$ cat config.mk
export PLATFORM = sky130hd
export DESIGN_NAME = word_lock_rx
export DESIGN_NICKNAME = d
export VERILOG_FILES = /design/src/rtl/word_lock_rx.sv
export SDC_FILE = /design/constraint.sdc
export NUM_CORES = 1
export LEC_CHECK = 0
export CAP_MARGIN = 5
export CORE_UTILIZATION = 49
export CTS_CLUSTER_DIAMETER = 200
export CTS_CLUSTER_SIZE = 12
export DETAILED_ROUTE_END_ITERATION = 10
export PLACE_DENSITY = 0.86
export SYNTH_ARGS = -nofsm -noshare
export SYNTH_HDL_FRONTEND = slang
export SYNTH_SLANG_ARGS = --single-unit
$ cat constraint.sdc
create_clock -name USER_CLK -period 5.3 [get_ports USER_CLK]
set_input_delay 0.795 -clock USER_CLK [delete_from_list [all_inputs] [get_ports USER_CLK]]
set_output_delay 0.795 -clock USER_CLK [all_outputs]
set_load 0.01 [all_outputs]
$ cat src/rtl/word_lock_rx.sv
// Interlaken RX word lock and 64b/67b decode: hunts for stable framing headers,
// monitors header errors while locked, and forwards de-inverted payload words.
// Optional saturating header-error counter: define WORD_LOCK_ERR_CNT_EN.
module word_lock_rx #(
  parameter int LOCK_CNT   = 64,
  parameter int ERR_WINDOW = 64,
  parameter int ERR_THRESH = 16
) (
  input  logic        USER_CLK,
  input  logic        SYSTEM_RESET,
  input  logic [66:0] DATA_IN,
  input  logic        DATA_IN_VALID,
  output logic [63:0] DATA_OUT,
  output logic        DATA_OUT_CTRL,
  output logic        DATA_OUT_VALID,
  output logic        WORD_LOCK,
  output logic        LOCK_LOST
`ifdef WORD_LOCK_ERR_CNT_EN
  ,
  output logic [15:0] HDR_ERR_CNT
`endif
);

  localparam int GW = $clog2(LOCK_CNT + 1);
  localparam int WW = $clog2(ERR_WINDOW + 1);
  localparam int BW = $clog2(ERR_THRESH + 1);

  typedef enum logic {HUNT = 1'b0, LOCKED = 1'b1} state_t;

  typedef struct packed {
    logic        inv;
    logic [1:0]  hdr;
    logic [63:0] payload;
  } rx_word_t;

  rx_word_t        din;
  logic            hdr_ok;
  state_t          state, state_nxt;
  logic [GW-1:0]   good_cnt, good_nxt;
  logic [WW-1:0]   win_cnt, win_nxt;
  logic [BW-1:0]   bad_cnt, bad_nxt;
  logic            fwd, lost;

  assign din       = rx_word_t'(DATA_IN);
  assign hdr_ok    = din.hdr[1] ^ din.hdr[0];
  assign WORD_LOCK = (state == LOCKED);

  // Counters compare against N-1 so the Nth qualifying word triggers the transition.
  always_comb begin
    state_nxt = state;
    good_nxt  = good_cnt;
    win_nxt   = win_cnt;
    bad_nxt   = bad_cnt;
    fwd       = 1'b0;
    lost      = 1'b0;
    if (DATA_IN_VALID) begin
      case (state)
        HUNT: begin
          if (!hdr_ok) begin
            good_nxt = '0;
          end else if (good_cnt == GW'(LOCK_CNT - 1)) begin
            state_nxt = LOCKED;
            good_nxt  = '0;
            win_nxt   = '0;
            bad_nxt   = '0;
          end else begin
            good_nxt = good_cnt + GW'(1);
          end
        end
        LOCKED: begin
          fwd = hdr_ok;
          // Threshold takes priority over window end on the same word.
          if (!hdr_ok && bad_cnt == BW'(ERR_THRESH - 1)) begin
            state_nxt = HUNT;
            good_nxt  = '0;
            win_nxt   = '0;
            bad_nxt   = '0;
            lost      = 1'b1;
          end else if (win_cnt == WW'(ERR_WINDOW - 1)) begin
            win_nxt = '0;
            bad_nxt = '0;
          end else begin
            win_nxt = win_cnt + WW'(1);
            bad_nxt = bad_cnt + BW'(!hdr_ok);
          end
        end
        default: state_nxt = HUNT;
      endcase
    end
  end

  always_ff @(posedge USER_CLK) begin
    if (SYSTEM_RESET) begin
      state    <= HUNT;
      good_cnt <= '0;
      win_cnt  <= '0;
      bad_cnt  <= '0;
    end else begin
      state    <= state_nxt;
      good_cnt <= good_nxt;
      win_cnt  <= win_nxt;
      bad_cnt  <= bad_nxt;
    end
  end

  always_ff @(posedge USER_CLK) begin
    if (SYSTEM_RESET) begin
      DATA_OUT       <= '0;
      DATA_OUT_CTRL  <= 1'b0;
      DATA_OUT_VALID <= 1'b0;
      LOCK_LOST      <= 1'b0;
    end else begin
      DATA_OUT_VALID <= fwd;
      LOCK_LOST      <= lost;
      if (fwd) begin
        DATA_OUT      <= din.inv ? ~din.payload : din.payload;
        DATA_OUT_CTRL <= din.hdr[1];
      end
    end
  end

`ifdef WORD_LOCK_ERR_CNT_EN
  always_ff @(posedge USER_CLK) begin
    if (SYSTEM_RESET)
      HDR_ERR_CNT <= '0;
    else if (DATA_IN_VALID && !hdr_ok && HDR_ERR_CNT != 16'hFFFF)
      HDR_ERR_CNT <= HDR_ERR_CNT + 16'd1;
  end
`endif

endmodule

* Yosys cells after proc, flatten, opt, wreduce, memory -nomap -nowiden *
Cells that the tools add are included.

word-level totals
  memories kept = 0
  memory bits (writable) = 0
  latch bits = 0
  bits in read-only memories = 0
  bits in registers = 87
  output and inout bits = 68

cells by class
  equality and inequality tests = 6
  add/sub/neg operators = 3
  divide/modulo/power cells = 0
  mux-type cells = 22
  shifts and indexed selects = 0
  order comparisons = 0
  bitwise operators = 4
  multiply operators = 0
  reduce and logical (&&, ||, !) cells = 5

operator list
  kind                   number
  $mux W64               1
  $not A64 Y64           1
  $mux W7                7
  $pmux W7 S2            2
  $mux W5                4
  $add A7 B1 Y7 const B  2
  $eq A7 B6 Y1 const B   2
  $pmux W5 S2            1
  $mux W1                6
  $add A5 B1 Y5          1
  $eq A5 B4 Y1 const B   1
  $ne A2 B2 Y1 const B   2
  $reduce_and A3 Y1      1
  $reduce_or A3 Y1       1
  $ne A2 B1 Y1 const B   1
  $not A1 Y1             2
  $pmux W1 S2            1
  $reduce_and A2 Y1      1
  $logic_and A1 B1 Y1    1
  $logic_not A1 Y1       1
  $xor A1 B1 Y1          1

* Logic depth before layout (Yosys ltp) *
  depth in word-level cells = 6
  mapped depth = 7
  depth with buffers taken out = 7

* Worst setup path after synthesis *
Ideal clock, no wire load.

  path type = input port to flip-flop
  from = input DATA_IN[65]
  to = register bad_cnt[4]
  stages = 7
  buffers on the path = 0
  arrival = 1.983 ns
  setup time = 0.074 ns
  slack = 3.243 ns
  path through = xor2_2 inv_4 ha_1 ha_1 and3_1 nand3b_1 a31oi_1

between the ends
  cells in the longest elaborated chain, start to end = 6

ends and longest elaborated chain
  element               RTL line  RTL
  from (decl)           11        input logic [66:0] DATA_IN,
  $xor A1 B1 Y1 (*)     45        assign hdr_ok = din.hdr[1] ^ din.hdr[0];
  $logic_not A1 Y1      73, 84
  $add A5 B1 Y5         84        bad_nxt = bad_cnt + BW'(!hdr_ok);
  $mux W5               79        end else if (win_cnt == WW'(ERR_WINDOW - 1)) begin
  $mux W5               73        if (!hdr_ok && bad_cnt == BW'(ERR_THRESH - 1)) begin
  $pmux W5 S2           57        case (state)
  to (signal assigned)  102       bad_cnt <= bad_nxt;
  to (decl)             41        logic [BW-1:0] bad_cnt, bad_nxt;

Every way passes the cells marked *; elsewhere a longest branch is shown, timed or not.
A chain may end at the register's enable or synchronous reset.

* Worst setup path in the final report *
  from = input DATA_IN[64]
  to = register DATA_OUT[48]

between the ends
  cells in the longest elaborated chain, start to end = 3

ends and longest elaborated chain
  element               RTL line  RTL
  $xor A1 B1 Y1         45
  $mux W1               57
  $mux W1               56        if (DATA_IN_VALID) begin
  to (signal assigned)  116       DATA_OUT <= din.inv ? ~din.payload : din.payload;
  to (decl)             13        output logic [63:0] DATA_OUT,

Every way passes these cells.

==> metrics.txt <==
status finished clean; Crit. path cell count 7; syn nets 492; leading cell types in the layout, fill and taps excluded 135 x clkdlybuf4s50_1, 87 x dfxtp_1, 69 x a211oi_1; Worst-Skew Late Latency 0.35 ns; Post-Route WL a little over 9000 um; worst setup path endpoint DATA_OUT[48]; Max Fclk about 330 MHz; Seq/Total Area, Yosys 0.447; Crit. End Element register; share of the synthesized area in the top cell type 0.447; hold buffers post-CTS 0; Synth Instances 418; Die Span X 91.2 um; crit path cell chain clkdlybuf4s50_1 -> xor2_2 -> inv_4 -> nor2_4 -> buf_12 -> nor2_1 -> a211oi_1; Peak VDD IR 0.136 mV; Slowest cell on crit path nor2_4; die area 0.00832 mm^2; Final Setup Violations 0; register area 0.00174 mm^2; ratio of cells with drive above 1 in the final layout 0.0445; reg2reg setup slack 2.86 ns; pin count of the biggest net entering global routing 80; Initial Utilization 0.505; Slew Viols, Final 0; DRT iter0 DRCs ~110; DR WL/cell between 10 and 15 um; Ports 138; slowest cell delay on critical path 0.90 ns; top cells by area, synth dfxtp_1 45%, xnor2_1 15%, a211oi_1 13%; relative slew slack 0.230; DP Area 0.00527 mm^2; CP top delay family buffers and inverters; port bufs 137; Hold Violations, Final 0; crit path buf inv count 3; post-CTS resize count 0; clk_skew approximately 0.0077 ns; post-route cell area roughly 0.0055 mm^2; RSZ-0062 raised after global routing false; Synth Warn # 0; Min Hold Slack 0.441 ns; first-pass detailed-route iteration total 4; end-of-flow core utilization 0.708; drt via density ~5.3; Clock Sink Count 87; Worst-Margin Slew 1.15 ns; minimum clock period between 3 and 4 ns; area of the core 0.00773 mm^2; Reg2Reg Capture Point DATA_OUT[48]; max-cap viol count 0; first-pass GRT wire length about 15,000 um; WS Path Type input port to register; Layout Nets 610; Synth Register Bits 87; synth unique cells 41; Mean Syn Cell Area 9.33 um^2; GRT Total Usage 0.218; setup bufs post-CTS 0; H-tree depth 3; initial antenna violation count 0; worst r2r path cells 5; via count 3,400; commonest non-fill, non-tap cell in the layout clkdlybuf4s50_1; total CTS buffers 9; TritonCTS clock tree yes; Post-synth EDFFs 0; Multi-input gate area 0.00198 mm^2; Worst setup SP type input port; predominant post-synthesis flop cell dfxtp_1; area leader, netlist dfxtp_1; CTS max path bufs 2; die span in y 91.2 um; Clock Pin Slew Worst Setup and Hold Paths 0.08 ns; synth-to-layout area growth 40.3%; grt ovf 0; GPL Wtd Cong 0.831; worst hold path type register to register; Detailed Place HPWL 6460 um; # diodes 0; Data required, critical path between 5 and 6 ns; vias in the first global route 3,085; crit path max fanout between 70 and 80; period utilization 0.580; Rows 32; Post-DRT Antenna Nets 0; Netlist Area Pre-Place just under 0.004 mm^2; pwr/cell area 234 mW/mm^2; r2r startpoint WORD_LOCK; leakage around 1.8 nW; Sum Neg Setup Slack 0 ns; CP startpoint DATA_IN[64]; root buffer cell clkbuf_8; fraction of registers with async set/reset 0; FILL cells 605; crit path DAT approximately 3.3 ns; Residual DRC 0
## report_power, final
part | switching, mW | internal, mW
Sequential | 0.000859 | 0.654
Clock | 0.228 | 0.260
Combinational | 0.0580 | 0.0803
Total | 0.287 | 0.994
## kinds of logic (layout without fill, tap and decap cells)
| kind of cell | Yosys count | count (layout) | share of synthesized area |
|---|---|---|---|
| flip-flops | 87 | 87 | 0.447 |
| buffers and inverters | 39 | 160 | 0.0475 |
| XOR/XNOR | 66 | 66 | 0.150 |
| AO/OA/AOI/OAI | 108 | 108 | 0.208 |
| adder cells (fa/ha/maj) | 4 | 4 | 0.0128 |
| AND/OR/NAND/NOR | 114 | 114 | 0.135 |
## per-layer routing
layer / vias to the layer above / GRT usage / share of wire
met5: - / 0 / 0
met4: 0 / 0.0794 / 0.016
met3: 12 / 0.0436 / 0.048
met2: 89 / 0.382 / 0.51
met1: 1578 / 0.264 / 0.43
li1: 1721 / - / -
## state kept, by name, summed over array words and instances, names as in the netlist
| name | flops |
|---|---|
| DATA_OUT | 64 |
| good_cnt | 7 |
| win_cnt | 7 |
| bad_cnt | 5 |
| DATA_OUT_CTRL | 1 |
| DATA_OUT_VALID | 1 |
| LOCK_LOST | 1 |
| WORD_LOCK | 1 |
## tightest hold or removal path, cell delays in order, from the launching register on
cell and delay [ns]:
dfxtp_1 0.32, nand2_1 0.05, a21oi_1 0.03
## stage by stage
stage | worst slack, ns | power [mW] | cells
6_report | 2.23 | 1.28 | 641
5_1_grt | 2.02 | 1.32 | 641
4_1_cts | 2.24 | 1.29 | 641
3_5_place_dp | 1.83 | 0.809 | 627
3_3_place_gp | 1.99 | 0.805 | 627
2_1_floorplan | 3.24 | 0.743 | 418
## synth_stat cells, drive strengths merged, types with 3 or more instances
master	n
dfxtp	87
a211oi	69
nor2	68
xnor2	65
buf	22
a31oi	10
clkbuf	10
nand2	9
nand3	9
a21oi	7
inv	7
o21ai	6
nand3b	5
o31ai	5
a22o	4
and3	4
ha	4
nor3	4
or4	4
and2	3
## worst min path at each step
| stage | start | end | slack, ns | depth (start not counted) |
|---|---|---|---|---|
| 2_1_floorplan | good_cnt[6] | good_cnt[6] | 0.41 | 2 |
| 3_3_place_gp | good_cnt[6] | good_cnt[6] | 0.43 | 2 |
| 3_5_place_dp | good_cnt[6] | good_cnt[6] | 0.43 | 2 |
| 4_1_cts | good_cnt[6] | good_cnt[6] | 0.44 | 2 |
| 5_1_grt | good_cnt[6] | good_cnt[6] | 0.46 | 2 |
| 6_report | good_cnt[6] | good_cnt[6] | 0.44 | 2 |
## layout make-up
cell class	instances	share of cell area
multi-input combinational	292	0.362
sequential	87	0.318
timing repair buffer	139	0.254
clock buffer	10	0.0233
tap	102	0.0233
clock inverter	4	0.0133
inverter	7	0.00526
Note: power is estimated with default switching activity, not from simulation.
